<file path="config.mk">
export PLATFORM = sky130hd
export DESIGN_NAME = arbitro_display
export DESIGN_NICKNAME = d
export VERILOG_FILES = /design/src/rtl/arbitro_display.sv
export SDC_FILE = /design/constraint.sdc
export NUM_CORES = 1
export LEC_CHECK = 0
export ABC_AREA = 1
export BUFFER_PORTS_ARGS = -buffer_cell sky130_fd_sc_hd__buf_2
export CORE_UTILIZATION = 53
export CTS_CLUSTER_SIZE = 16
export DETAILED_ROUTE_END_ITERATION = 10
export GPL_TIMING_DRIVEN = 0
export MAX_ROUTING_LAYER = met4
export PLACE_DENSITY = 0.85
export SLEW_MARGIN = 20
export SYNTH_ARGS = -nofsm -noshare
export SYNTH_HDL_FRONTEND = slang
export SYNTH_SLANG_ARGS = --single-unit
</file>
<file path="constraint.sdc">
create_clock -name i_Clk -period 3.12 [get_ports i_Clk]
set_clock_uncertainty 0.05 [all_clocks]
set_input_delay 0.156 -clock i_Clk [delete_from_list [all_inputs] [get_ports i_Clk]]
set_output_delay 0.156 -clock i_Clk [all_outputs]
set_load 0.1 [all_outputs]
</file>
<file path="src/rtl/arbitro_display.sv">
// Round-robin arbiter between two requesters sharing a 4-digit display.
// The accepted value stays on the display for at least P_HOLD_CYCLES cycles.
module arbitro_display #(
  parameter int P_HOLD_CYCLES = 50000
) (
  input  logic        i_Clk,
  input  logic        i_Rst,
  input  logic        i_Req0_Valid,
  input  logic [15:0] i_Req0_Datos,
  output logic        o_Req0_Ready,
  input  logic        i_Req1_Valid,
  input  logic [15:0] i_Req1_Datos,
  output logic        o_Req1_Ready,
  output logic [3:0]  o_Datos1,
  output logic [3:0]  o_Datos2,
  output logic [3:0]  o_Datos3,
  output logic [3:0]  o_Datos4,
  output logic        o_Owner,
  output logic        o_Busy
);

  localparam logic [1:0]  S_IDLE    = 2'd0;
  localparam logic [1:0]  S_GRANT   = 2'd1;
  localparam logic [1:0]  S_HOLD    = 2'd2;
  localparam logic [19:0] HOLD_LOAD = 20'(P_HOLD_CYCLES - 1);

  logic [1:0]  state_q, state_d;
  logic [19:0] cnt_q, cnt_d;
  logic        ptr_q, ptr_d;
  logic        win_q, win_d;
  logic [1:0]  rdy_q, rdy_d;
  logic [15:0] disp_q, disp_d;
  logic        owner_q, owner_d;

  logic [1:0]  valid_vec;
  logic        pick;
  logic        win_valid;
  logic [15:0] win_data;

  assign valid_vec = {i_Req1_Valid, i_Req0_Valid};

  // ptr_q names the requester that wins a tie; a lone requester always wins.
  assign pick      = (valid_vec == 2'b11) ? ptr_q : valid_vec[1];
  assign win_valid = win_q ? i_Req1_Valid : i_Req0_Valid;
  assign win_data  = win_q ? i_Req1_Datos : i_Req0_Datos;

  always_comb begin
    state_d = state_q;
    cnt_d   = cnt_q;
    ptr_d   = ptr_q;
    win_d   = win_q;
    rdy_d   = 2'b00;
    disp_d  = disp_q;
    owner_d = owner_q;
    case (state_q)
      S_IDLE: begin
        if (|valid_vec) begin
          win_d   = pick;
          rdy_d   = pick ? 2'b10 : 2'b01;
          state_d = S_GRANT;
        end
      end
      S_GRANT: begin
        if (win_valid) begin
          disp_d  = win_data;
          owner_d = win_q;
          cnt_d   = HOLD_LOAD;
          ptr_d   = ~win_q;
          state_d = S_HOLD;
        end else begin
          state_d = S_IDLE;
        end
      end
      S_HOLD: begin
        if (cnt_q == 20'd0) begin
          state_d = S_IDLE;
        end else begin
          cnt_d = cnt_q - 20'd1;
        end
      end
      default: state_d = S_IDLE;
    endcase
  end

  always_ff @(posedge i_Clk) begin
    if (!i_Rst) begin
      state_q <= S_IDLE;
      cnt_q   <= 20'd0;
      ptr_q   <= 1'b0;
      win_q   <= 1'b0;
      rdy_q   <= 2'b00;
      disp_q  <= 16'h0000;
      owner_q <= 1'b0;
    end else begin
      state_q <= state_d;
      cnt_q   <= cnt_d;
      ptr_q   <= ptr_d;
      win_q   <= win_d;
      rdy_q   <= rdy_d;
      disp_q  <= disp_d;
      owner_q <= owner_d;
    end
  end

  assign o_Req0_Ready = rdy_q[0];
  assign o_Req1_Ready = rdy_q[1];
  assign o_Datos1     = disp_q[3:0];
  assign o_Datos2     = disp_q[7:4];
  assign o_Datos3     = disp_q[11:8];
  assign o_Datos4     = disp_q[15:12];
  assign o_Owner      = owner_q;
  assign o_Busy       = (state_q == S_GRANT) || (state_q == S_HOLD);

endmodule
</file>
==> results.cfg <==
[drt]
antenna_violating_nets_post_route = 0
wl_per_cell_um = 11.88
wl_met3_um = 215
dr_total_vias = 2379
drt_pre_antenna_iters = 4
finalWirelength_um = 5558
detail_route.wirelength.met1_um = 2573
dr.first_iter.drc_count = 129
avgViaCountPerCell = 5.083
route.top_layer_used = met4
drcViolationCount = 0
routed-wl-met2_um = 2699

[floorplan]
start_util = 0.5707
design.die.area_um2 = 4701
std_cell_rows = 23
design.portCount = 56
floorplan.core_area_um2 = 4115
chipWidth_um = 68.57
die-height_um = 68.57

[global_route]
gr-usage-all-layers = 0.2640
grt_antenna_before_repair = 0
grt.overflow.total = 0
grt_pass1_wl_um = 8963
grt_start_max_net_pins = 15
grt_pass1_vias = 2097

[finish]
multi_input_area_um2 = 1296
drive_above_1_share = 0.2273
antennaDiodeCount = 0
fillCellCount = 354
finish.utilization = 0.6744
syn_to_final_growth_pct = 18.17
instances_no_fill = 468
net_total_in_the_final_layout = 458
ff_latch_area_um2 = 860.8

[critical_path]
timing.critical_path.arrival_ps = 1990
timing.reg2reg.worst_path_depth = 7
cp_num_buf_inv = 3
critPathLaunchType = flip-flop
cp_top_family = buffers and inverters
slowest_delay_ps = 350
crit_type = flip-flop to flip-flop
setup.reg_to_reg.worst_slack_ps = 1250
worstPathRequired_ps = 3250
timing.rr.end = o_Owner$_SDFFE_PN0P_
rr_startpoint = state_q[1]$_SDFFE_PN0P_
cpMaxStageDelayCell = dfxtp_1
critical_path.max_fanout = 10
cp_cell_sequence = inv_1 -> ha_1 -> nand3_1 -> clkinv_1 -> clkbuf_1 -> a21oi_1 -> nor2_1
worst_setup_path_end_kind = flip-flop

[power_and_ir_drop]
p_clk_frac = 0.151
power_switching_w = 0.001187
p_comb_frac = 0.555
power.leakage_nw = 1.285
p_int_w = 0.001204
power.density_cell_area_nw_per_um2 = 861.5
design_power_total_w = 0.002391
pwr-share-seq = 0.293
ir_drop_worst_case_vdd_mv = 0.6626
switching_share = 0.4966

[worst_hold_path]
timing.hold.worst_path_depth = 3
worst_hold_startpoint = i_Req0_Datos[13]
min_path_type = input port to flip-flop
worst_hold_path.endpoint = disp_q[13]$_SDFFE_PN0P_

[clock_tree]
tritoncts = done
clk_transition_reported_paths_ps = 80
insertion_delay_ps = 310
cts_inserted_buffers = 5
cts_hold_repair.buffers = 0
cts_sinks = 43
cts-root-buf = clkbuf_8
cts_max_path_buffers = 2
cts_resized = 0
htree_num_levels = 2
post-cts-setup-buffers = 0

[sta]
final.setup.worst_slack_ps = 1251
timing.final.crit_share = 0.5990
worst_slew_pin_slew_ps = 642.7
setup-tns-final_ps = 0
max_freq_mhz = 535.1
timing.final.setup_violations = 0
timing.slew.headroom = 0.5716
hold_fails_final_rpt = 0
final-max-slew-violation-count = 0
timing.final.crit_period_ps = 1869
setup_repair_after_global_routing_missed_its_margin = false

[logic_synthesis]
syn_nets = 396
netlist_top_cells_area = dfxtp_1 (37%), nand2_1 (21%), nor2_1 (7.0%)
syn_area_um2 = 2349
yosys_warnings = 0
netlist-cell-type-count = 35
syn-instance-count = 355
netlist.top_cell.by_area = dfxtp_1
ys_ff_latch = 43
synth.avg_cell_area_um2 = 6.615
ys_seq_area_frac = 0.3665
yosys.area.top_type_share = 0.3665

[placed_design]
place.port_buffers = 55
dpl.hpwl_um = 4242
last_weighted_congestion_value_of_the_routability_driven_placer = 0.9429
place_ws_ps = 1272
placed_cells_incl_taps = 460

[outcome]
outcome = finished, final reports clean

[flow_run]
cap_viol_max_count = 0
## worst max path at each step
| stage | from | endpoint | depth (start not counted) |
|---|---|---|---|
| floorplan | state_q[1]$_SDFFE_PN0P_ | cnt_q[3]$_SDFFE_PN0P_ | 11 |
| global placement | state_q[1]$_SDFFE_PN0P_ | o_Owner$_SDFFE_PN0P_ | 7 |
| detailed placement | state_q[1]$_SDFFE_PN0P_ | disp_q[14]$_SDFFE_PN0P_ | 7 |
| CTS | state_q[1]$_SDFFE_PN0P_ | disp_q[14]$_SDFFE_PN0P_ | 7 |
| global route | state_q[1]$_SDFFE_PN0P_ | disp_q[11]$_SDFFE_PN0P_ | 7 |
| finish | state_q[1]$_SDFFE_PN0P_ | o_Owner$_SDFFE_PN0P_ | 7 |
## Yosys cell counts
cell / instances
dfxtp_1: 43
a22oi_1: 4
nor2_2: 5
buf_4: 1
a21oi_1: 18
buf_8: 1
ha_1: 5
or2_2: 3
nand2_4: 1
inv_1: 25
buf_1: 2
a31oi_1: 12
nor2_4: 1
xnor2_1: 1
nand2_1: 129
inv_2: 5
nor3_1: 1
clkbuf_1: 3
nand3_1: 20
o21ai_0: 4
clkinv_1: 1
or2_0: 2
a21oi_2: 8
nand4_1: 3
o21ai_4: 1
nand4_2: 1
or2_1: 2
o21ai_1: 1
inv_4: 1
nor2_1: 44
a211oi_1: 1
nand3_2: 1
buf_6: 2
buf_2: 1
xor2_1: 2
## registers in the layout, indices dropped and copies added, names as in the netlist
| signal | flops |
|---|---|
| o_Owner | 1 |
| cnt_q | 20 |
| ptr_q | 1 |
| state_q | 2 |
| rdy_q | 2 |
| win_q | 1 |
| disp_q | 16 |
## area by class of cell
type                            count  share of cell area
Buffer                             10             0.02480
Clock buffer                        5             0.02480
Clock inverter                      3            0.007214
Inverter                           32             0.04418
Multi-Input combinational cell    270              0.4671
Sequential cell                    43              0.3102
Tap cell                           50             0.02254
Timing Repair Buffer               55             0.09919
## worst min-delay path, stage by stage
cell	delay [ps]
buf_2	90
nand2_1	60
a21oi_1	60
## cells in the final DEF, fill, tap and decap left out, types with 3 or more instances in the layout
cell type	instances
dfxtp_1	43
inv_2	5
o21ai_0	4
nand4_1	3
a22oi_1	4
ha_1	5
nand3_1	20
a21oi_1	18
a31oi_1	12
nor2_1	44
inv_1	25
nor2_2	5
buf_2	56
clkbuf_1	3
clkbuf_8	5
a21oi_2	8
nand2_1	129
or2_2	3
## logic make-up after synthesis
group	share of synthesized area
AO/OA/AOI/OAI	0.1337
AND/OR/NAND/NOR	0.3804
XOR/XNOR	0.01119
buffers and inverters	0.08151
adder cells (fa/ha/maj)	0.02664
flip-flops	0.3665
## power groups by stage
stage	Sequential [W]	Clock [W]	Combinational [W]
global route	0.000713	0.000386	0.00148
CTS	0.000700	0.000370	0.00132
finish	0.000701	0.000362	0.00133
detailed placement	0.000710	0	0.00132
floorplan	0.000875	0	0.000921
global placement	0.000709	0	0.00130
## metrics by stage
stage          hold slack [ps]  cell area, µm²
6_report                 49.88            2775
3_5_place_dp             366.6            2686
2_1_floorplan            241.7            2349
5_1_grt                  55.72            2775
4_1_cts                  40.23            2775
3_3_place_gp             362.3            2686
## layer usage
metal  up-vias  GRT usage
met3         7    0.04770
li1       1253          -
met2        65     0.4265
met1      1054     0.3199
met4         0     0.1172
met5         -          -
Note: power is estimated with default switching activity, not from simulation.
